--- src/rtl/blend_rmw_pkg.sv ---
// Shared defaults and the pending-fragment entry layout for the blend
// read-modify-write controller.
package blend_rmw_pkg;

  localparam int DEF_PIXEL_WIDTH   = 32;
  localparam int DEF_ADDR_WIDTH    = 24;
  localparam int DEF_FIFO_DEPTH    = 4;
  localparam int DEF_BLEND_LATENCY = 3;

  typedef struct packed {
    logic [DEF_ADDR_WIDTH-1:0]  addr;
    logic [DEF_PIXEL_WIDTH-1:0] color;
  } frag_entry_t;

endpackage

--- src/rtl/blend_rmw_fifo.sv ---
// Pending-fragment queue: holds {addr, color} between read issue and blend,
// and exposes per-slot valid/address so the top can detect address hazards.
module blend_rmw_fifo
  import blend_rmw_pkg::*;
#(
  parameter int ADDR_WIDTH  = DEF_ADDR_WIDTH,
  parameter int PIXEL_WIDTH = DEF_PIXEL_WIDTH,
  parameter int DEPTH       = DEF_FIFO_DEPTH
) (
  input  logic                        clk,
  input  logic                        rst,
  input  logic                        push,
  input  logic                        pop,
  input  logic [ADDR_WIDTH-1:0]       push_addr,
  input  logic [PIXEL_WIDTH-1:0]      push_color,
  output logic                        full,
  output logic                        empty,
  output logic [ADDR_WIDTH-1:0]       head_addr,
  output logic [PIXEL_WIDTH-1:0]      head_color,
  output logic [DEPTH-1:0]            entry_valid,
  output logic [DEPTH*ADDR_WIDTH-1:0] entry_addr
);

  localparam int PTR_W = $clog2(DEPTH);
  localparam logic [PTR_W:0] FULL_CNT = (PTR_W+1)'(DEPTH);

  logic [PTR_W-1:0]       wr_ptr_r;
  logic [PTR_W-1:0]       rd_ptr_r;
  logic [PTR_W:0]         count_r;
  logic [DEPTH-1:0]       valid_r;
  logic [ADDR_WIDTH-1:0]  addr_mem_r  [DEPTH];
  logic [PIXEL_WIDTH-1:0] color_mem_r [DEPTH];
  logic                   push_ok_s;
  logic                   pop_ok_s;

  assign full       = (count_r == FULL_CNT);
  assign empty      = (count_r == {(PTR_W+1){1'b0}});
  assign push_ok_s  = push && !full;
  assign pop_ok_s   = pop && !empty;
  assign head_addr  = addr_mem_r[rd_ptr_r];
  assign head_color = color_mem_r[rd_ptr_r];
  assign entry_valid = valid_r;

  // Pointer, occupancy and slot-valid bookkeeping; pointers wrap naturally.
  always_ff @(posedge clk or posedge rst) begin
    if (rst) begin
      wr_ptr_r <= {PTR_W{1'b0}};
      rd_ptr_r <= {PTR_W{1'b0}};
      count_r  <= {(PTR_W+1){1'b0}};
      valid_r  <= {DEPTH{1'b0}};
    end else begin
      if (push_ok_s) begin
        wr_ptr_r          <= wr_ptr_r + 1'b1;
        valid_r[wr_ptr_r] <= 1'b1;
      end
      if (pop_ok_s) begin
        rd_ptr_r          <= rd_ptr_r + 1'b1;
        valid_r[rd_ptr_r] <= 1'b0;
      end
      case ({push_ok_s, pop_ok_s})
        2'b10:   count_r <= count_r + 1'b1;
        2'b01:   count_r <= count_r - 1'b1;
        default: count_r <= count_r;
      endcase
    end
  end

  // Entry storage; contents are qualified by valid_r so no reset is needed.
  always_ff @(posedge clk) begin
    if (push_ok_s) begin
      addr_mem_r[wr_ptr_r]  <= push_addr;
      color_mem_r[wr_ptr_r] <= push_color;
    end
  end

  // Flatten slot addresses for the hazard comparators.
  always_comb begin
    entry_addr = {(DEPTH*ADDR_WIDTH){1'b0}};
    for (int i = 0; i < DEPTH; i++) begin
      entry_addr[i*ADDR_WIDTH +: ADDR_WIDTH] = addr_mem_r[i];
    end
  end

endmodule

--- src/rtl/blend_rmw_ctrl.sv ---
// Framebuffer blend read-modify-write controller: issues dest reads, pairs
// returned data with queued source colour, tracks the blender, writes results.
module blend_rmw_ctrl
  import blend_rmw_pkg::*;
#(
  parameter int PIXEL_WIDTH   = DEF_PIXEL_WIDTH,
  parameter int ADDR_WIDTH    = DEF_ADDR_WIDTH,
  parameter int FIFO_DEPTH    = DEF_FIFO_DEPTH,
  parameter int BLEND_LATENCY = DEF_BLEND_LATENCY
) (
  input  logic                   aclk,
  input  logic                   reset,
  input  logic                   s_frag_valid,
  output logic                   s_frag_ready,
  input  logic [ADDR_WIDTH-1:0]  s_frag_addr,
  input  logic [PIXEL_WIDTH-1:0] s_frag_color,
  output logic                   m_rd_valid,
  input  logic                   m_rd_ready,
  output logic [ADDR_WIDTH-1:0]  m_rd_addr,
  input  logic                   s_rdata_valid,
  output logic                   s_rdata_ready,
  input  logic [PIXEL_WIDTH-1:0] s_rdata,
  output logic                   blend_ce,
  output logic [PIXEL_WIDTH-1:0] blend_src,
  output logic [PIXEL_WIDTH-1:0] blend_dst,
  input  logic [PIXEL_WIDTH-1:0] blend_color,
  output logic                   m_wr_valid,
  input  logic                   m_wr_ready,
  output logic [ADDR_WIDTH-1:0]  m_wr_addr,
  output logic [PIXEL_WIDTH-1:0] m_wr_data
);

  logic                             fifo_full_s;
  logic                             fifo_empty_s;
  logic [ADDR_WIDTH-1:0]            head_addr_s;
  logic [PIXEL_WIDTH-1:0]           head_color_s;
  logic [FIFO_DEPTH-1:0]            entry_valid_s;
  logic [FIFO_DEPTH*ADDR_WIDTH-1:0] entry_addr_s;
  logic                             hazard_s;
  logic                             ce_s;
  logic                             frag_hs_s;
  logic                             rdata_hs_s;
  logic [BLEND_LATENCY-1:0]         pipe_valid_r;
  logic [ADDR_WIDTH-1:0]            pipe_addr_r [BLEND_LATENCY];

  blend_rmw_fifo #(
    .ADDR_WIDTH  (ADDR_WIDTH),
    .PIXEL_WIDTH (PIXEL_WIDTH),
    .DEPTH       (FIFO_DEPTH)
  ) u_fifo (
    .clk         (aclk),
    .rst         (reset),
    .push        (frag_hs_s),
    .pop         (rdata_hs_s),
    .push_addr   (s_frag_addr),
    .push_color  (s_frag_color),
    .full        (fifo_full_s),
    .empty       (fifo_empty_s),
    .head_addr   (head_addr_s),
    .head_color  (head_color_s),
    .entry_valid (entry_valid_s),
    .entry_addr  (entry_addr_s)
  );

  // Same-address fragment must wait until every older copy has been written.
  always_comb begin
    hazard_s = 1'b0;
    for (int i = 0; i < FIFO_DEPTH; i++) begin
      hazard_s = hazard_s | (entry_valid_s[i] &&
                 (entry_addr_s[i*ADDR_WIDTH +: ADDR_WIDTH] == s_frag_addr));
    end
    for (int i = 0; i < BLEND_LATENCY; i++) begin
      hazard_s = hazard_s | (pipe_valid_r[i] && (pipe_addr_r[i] == s_frag_addr));
    end
    hazard_s = hazard_s | (m_wr_valid && (m_wr_addr == s_frag_addr));
  end

  // Handshake qualifiers are gated by reset so every output reads zero at once.
  assign ce_s          = !reset && (!m_wr_valid || m_wr_ready);
  assign blend_ce      = ce_s;
  assign s_rdata_ready = ce_s && !fifo_empty_s;
  assign rdata_hs_s    = s_rdata_valid && s_rdata_ready;
  assign s_frag_ready  = !reset && !fifo_full_s && (!m_rd_valid || m_rd_ready) && !hazard_s;
  assign frag_hs_s     = s_frag_valid && s_frag_ready;

  // Blender operands are only driven during an rdata handshake.
  always_comb begin
    if (rdata_hs_s) begin
      blend_src = head_color_s;
      blend_dst = s_rdata;
    end else begin
      blend_src = {PIXEL_WIDTH{1'b0}};
      blend_dst = {PIXEL_WIDTH{1'b0}};
    end
  end

  // Read request register: held until accepted, reloaded by each new fragment.
  always_ff @(posedge aclk or posedge reset) begin
    if (reset) begin
      m_rd_valid <= 1'b0;
      m_rd_addr  <= {ADDR_WIDTH{1'b0}};
    end else if (frag_hs_s) begin
      m_rd_valid <= 1'b1;
      m_rd_addr  <= s_frag_addr;
    end else if (m_rd_ready) begin
      m_rd_valid <= 1'b0;
    end
  end

  // Shadow of the external blender: valid/address advance only on blend_ce.
  always_ff @(posedge aclk or posedge reset) begin
    if (reset) begin
      pipe_valid_r <= {BLEND_LATENCY{1'b0}};
      for (int i = 0; i < BLEND_LATENCY; i++) begin
        pipe_addr_r[i] <= {ADDR_WIDTH{1'b0}};
      end
    end else if (ce_s) begin
      pipe_valid_r[0] <= rdata_hs_s;
      pipe_addr_r[0]  <= head_addr_s;
      for (int i = 1; i < BLEND_LATENCY; i++) begin
        pipe_valid_r[i] <= pipe_valid_r[i-1];
        pipe_addr_r[i]  <= pipe_addr_r[i-1];
      end
    end
  end

  // Write register captures the blender result as the tail leaves the shadow.
  always_ff @(posedge aclk or posedge reset) begin
    if (reset) begin
      m_wr_valid <= 1'b0;
      m_wr_addr  <= {ADDR_WIDTH{1'b0}};
      m_wr_data  <= {PIXEL_WIDTH{1'b0}};
    end else if (ce_s) begin
      if (pipe_valid_r[BLEND_LATENCY-1]) begin
        m_wr_valid <= 1'b1;
        m_wr_addr  <= pipe_addr_r[BLEND_LATENCY-1];
        m_wr_data  <= blend_color;
      end else begin
        m_wr_valid <= 1'b0;
      end
    end
  end

endmodule

--- config.mk ---
export PLATFORM = sky130hd
export DESIGN_NAME = blend_rmw_ctrl
export DESIGN_NICKNAME = d
export VERILOG_FILES = /design/src/rtl/blend_rmw_pkg.sv /design/src/rtl/blend_rmw_fifo.sv /design/src/rtl/blend_rmw_ctrl.sv
export SDC_FILE = /design/constraint.sdc
export NUM_CORES = 1
export LEC_CHECK = 0
export ABC_AREA = 1
export BUFFER_PORTS_ARGS = -buffer_cell sky130_fd_sc_hd__buf_2
export CORE_AREA = 10 10 201 203
export DETAILED_ROUTE_END_ITERATION = 16
export DIE_AREA = 0 0 211 213
export GPL_TIMING_DRIVEN = 0
export PLACE_DENSITY = 0.75
export SLEW_MARGIN = 20
export SYNTH_ARGS = -nofsm -noshare
export SYNTH_HDL_FRONTEND = slang
export SYNTH_HIERARCHICAL = 1
export SYNTH_SLANG_ARGS = --single-unit
--- constraint.sdc ---
create_clock -name aclk -period 8.9 [get_ports aclk]
set_input_delay 1.335 -clock aclk [delete_from_list [all_inputs] [get_ports aclk]]
set_output_delay 1.335 -clock aclk [all_outputs]
set_load 0.02 [all_outputs]
==> impl_results.md <==
* Mapped Area at 19300 sq um
* Area grow syn2layout at 18.3%
* Placer Congestion at 0.960
* Worst setup SP type: primary input
* DRT antenna net count at 0
* TritonCTS Buffers at 42
* PostCTS Resize Cnt at 0
* I/O Buffers at 273
* WL/cell at 21.6 um
* Largest net degree at the start of global routing at 86
* Row cnt at 70
* Largest family of logic cells by synthesized area: simple AND/OR/NAND/NOR gates
* Cell area power density at 323 nW/um^2
* # hold bufs at CTS at 0
* Drt first pass iters at 6
* VDD IR max at 0.201 mV
* Clk_lat worst skew at 0.57 ns
* Post-synthesis area per instance at 9.54 sq um
* Multi-input logic area at 6850 sq um
* GRT met1 Usage at 0.319
* Half-perimeter wire length after detailed placement at 45.2 mm
* Final period utilization at 0.575
* Sequential area share after synthesis at 0.566
* Crit. End Element: primary output
* Met3 usage at 0.0635
* Critical setup path kind: primary input to primary output
* Worst Clk Skew at 0.0228 ns
* Layout cells sized above 1 at 0.234
* Total Power at 0.00738 W
* Setup Buffers After CTS at 0
* Final instance area at 22800 sq um
* # DRC at 0
* Initial antenna violation count at 10
* Vias in the first global route at 15500
* Compound-Gate Fraction of Synth Area at 0.0993
* Die ar. at 44900 sq um
* Fill cells at 3012
* Placed Area at 21400 sq um
* Clk buf depth at 3
* Number of synthesized flops with an enable pin at 224
* DRT iter0 DRCs at 1689
* Post-Synth Simple-Gate Area at 0.198
* Synth Warn # at 6
* Ys flop type: edfxtp_1
* Critical Path Fanout Max at 74
* MaxCap Viol Count at 0
* Final Hold Fails at 0
* Total Nets Final at 2482
* Total Wirelength at 61.6 mm
* Register bit total from synthesis at 392
* Biggest area consumer among synthesized cells: edfxtp_1
* Slew @ Worst Pin at 0.835 ns
* P_leak at 10.5 nW
* Met2 Use GR at 0.441
* CP required at 7.57 ns
* Num ports at 275
* CTS H-tree lvls at 2
* Die height at 213 um
* Post-Synth XOR/XNOR Area at 0.0286
* Clock tree root buffer cell: clkbuf_16
* Mapped Cells at 2024
* Post-synthesis mux area share at 0.0222
* CP Data Arrival Time at 3.79 ns
* Slew margin rel. at 0.443
* Post-synth net total at 2160
* Worst-path clk slew at 0.06 ns
* Vias per inst at 5.49
* Fmax at 195 MHz
* First-pass GRT wire length at 91.1 mm
* Status: complete, no violations
* Netlist cell types at 37
* Share of synthesized registers carrying an async set or reset at 0.429
* All-Layer GR Usage at 0.268
* Vias at 15600
* DIE WIDTH at 211 um
* Adder-Cell Fraction of Synth Area at 0.00687
* Type of the tightest min-delay check: register to register
* RSZ-0062 raised after global routing: no
* Synth top area share at 0.348
* Core area at 36300 sq um
* Most area-consuming cells after synthesis: edfxtp_1 35%, dfrtp_1 22%, nand2_1 10%
* Total gr overflow at 0
* Sink Count at 392
* Max Slew Vio Count at 0
* CTS tree: yes
* Reg area at 10900 sq um
* Finish-stage setup viols at 0
* GRT Max-Usage Layer: met2
* Fin util at 0.630
* Starting Density at 0.532
* Tmin final at 5.12 ns
## per-stage QoR
stage | setup slack [ns] | std cells | hold slack, ns | setup TNS [ns]
after floorplan | 1.07 | 2024 | 0.453 | 0
after global placement | -1.44 | 2765 | 0.454 | -74.30
after detailed placement | 3.76 | 2770 | 0.457 | 0
after CTS | 3.75 | 2846 | 0.472 | 0
after global routing | 3.60 | 2848 | 0.485 | 0
final | 3.78 | 2850 | 0.466 | 0
## cells in the final DEF (no fill, tap or decap), types with 38 or more instances in the layout
cell type | Yosys | layout
dfrtp_1 | 168 | 168
buf_2 | 30 | 303
o22ai_2 | 48 | 48
o21ai_0 | 218 | 218
clkbuf_1 | 36 | 42
nand2_1 | 530 | 530
nor2_4 | 50 | 50
mux2_2 | 38 | 38
nor2_1 | 233 | 233
xnor2_1 | 50 | 50
edfxtp_1 | 224 | 224
inv_1 | 229 | 224
clkbuf_16 | 0 | 44
## Yosys cell counts, types with 8 or more instances
| cell type | count |
|---|---|
| nor2_1 | 233 |
| xnor2_1 | 50 |
| buf_4 | 11 |
| mux2_2 | 38 |
| nand2_1 | 530 |
| inv_1 | 229 |
| o21ai_1 | 11 |
| nor2_4 | 50 |
| clkbuf_1 | 36 |
| o22ai_2 | 48 |
| buf_1 | 8 |
| buf_6 | 9 |
| dfrtp_1 | 168 |
| nand4_1 | 30 |
| nand3_1 | 23 |
| xor2_1 | 13 |
| inv_2 | 10 |
| ha_1 | 9 |
| buf_2 | 30 |
| o22ai_1 | 11 |
| edfxtp_1 | 224 |
| o21ai_0 | 218 |
## area by class of cell
class,instances,area share
inverters,240,0.0404
diodes,4,0.000438
flip-flops and latches,392,0.479
plain buffers,100,0.0271
well taps,468,0.0256
multi-input cells,1292,0.300
clock inverters,23,0.0117
clock buffers,53,0.0510
repair buffers,278,0.0652
## layer usage
metal	wire, um	part of all wire	up-vias
li1	-	-	7190
met1	23200	0.38	7504
met2	29400	0.48	761
met3	5680	0.092	178
met4	3240	0.053	14
met5	82	0.0013	-
## registers in the layout, indices dropped and copies added (netlist names), 2 cells and up
| register | count |
|---|---|
| u_fifo/color_mem_r | 128 |
| u_fifo/addr_mem_r | 96 |
| pipe_addr_r | 72 |
| m_wr_data | 32 |
| m_rd_addr | 24 |
| m_wr_addr | 24 |
| u_fifo/entry_valid | 4 |
| pipe_valid_r | 3 |
| u_fifo/count_r | 3 |
| u_fifo/rd_ptr_r | 2 |
| u_fifo/wr_ptr_r | 2 |
## power by group
part           internal [W]  total (W)  switching [W]
logic              0.000963    0.00282        0.00186
registers           0.00239    0.00272       0.000329
clock network       0.00110    0.00183       0.000730
total               0.00446    0.00738        0.00292
## worst paths after layout
check / depth (start not counted) / end / start / slack (ns)
worst max-delay path: 7 / blend_ce / reset / 3.78
worst min-delay path: 2 / m_rd_addr[16]$_DFFE_PP0P_ / m_rd_addr[16]$_DFFE_PP0P_ / 0.47
worst max register to register: 13 / u_fifo/count_r[1]$_DFFE_PP0P_ / m_wr_valid$_DFFE_PP0P_ / 5.37
worst min register to register: 2 / m_rd_addr[16]$_DFFE_PP0P_ / m_rd_addr[16]$_DFFE_PP0P_ / 0.47
max in group asynchronous: 3 / pipe_addr_r[13]$_DFFE_PP0P_ / reset / 7.27
min in group asynchronous: 2 / m_rd_valid$_DFFE_PP0P_ / reset / 0.82
## cell families after synthesis
group           count (synthesis)
simple gates                  878
flops                         392
buf+inv                       340
compound gates                303
xor+xnor                       63
mux                            38
fa+ha+maj                      10
## worst max-delay path, cell delays in order
cell	delay, ns
buf_2	0.14
inv_8	0.36
o21ai_1	0.32
inv_1	0.23
clkbuf_1	0.46
clkbuf_1	0.57
buf_2	0.31
No activity file was read; power rests on OpenSTA's default activity.
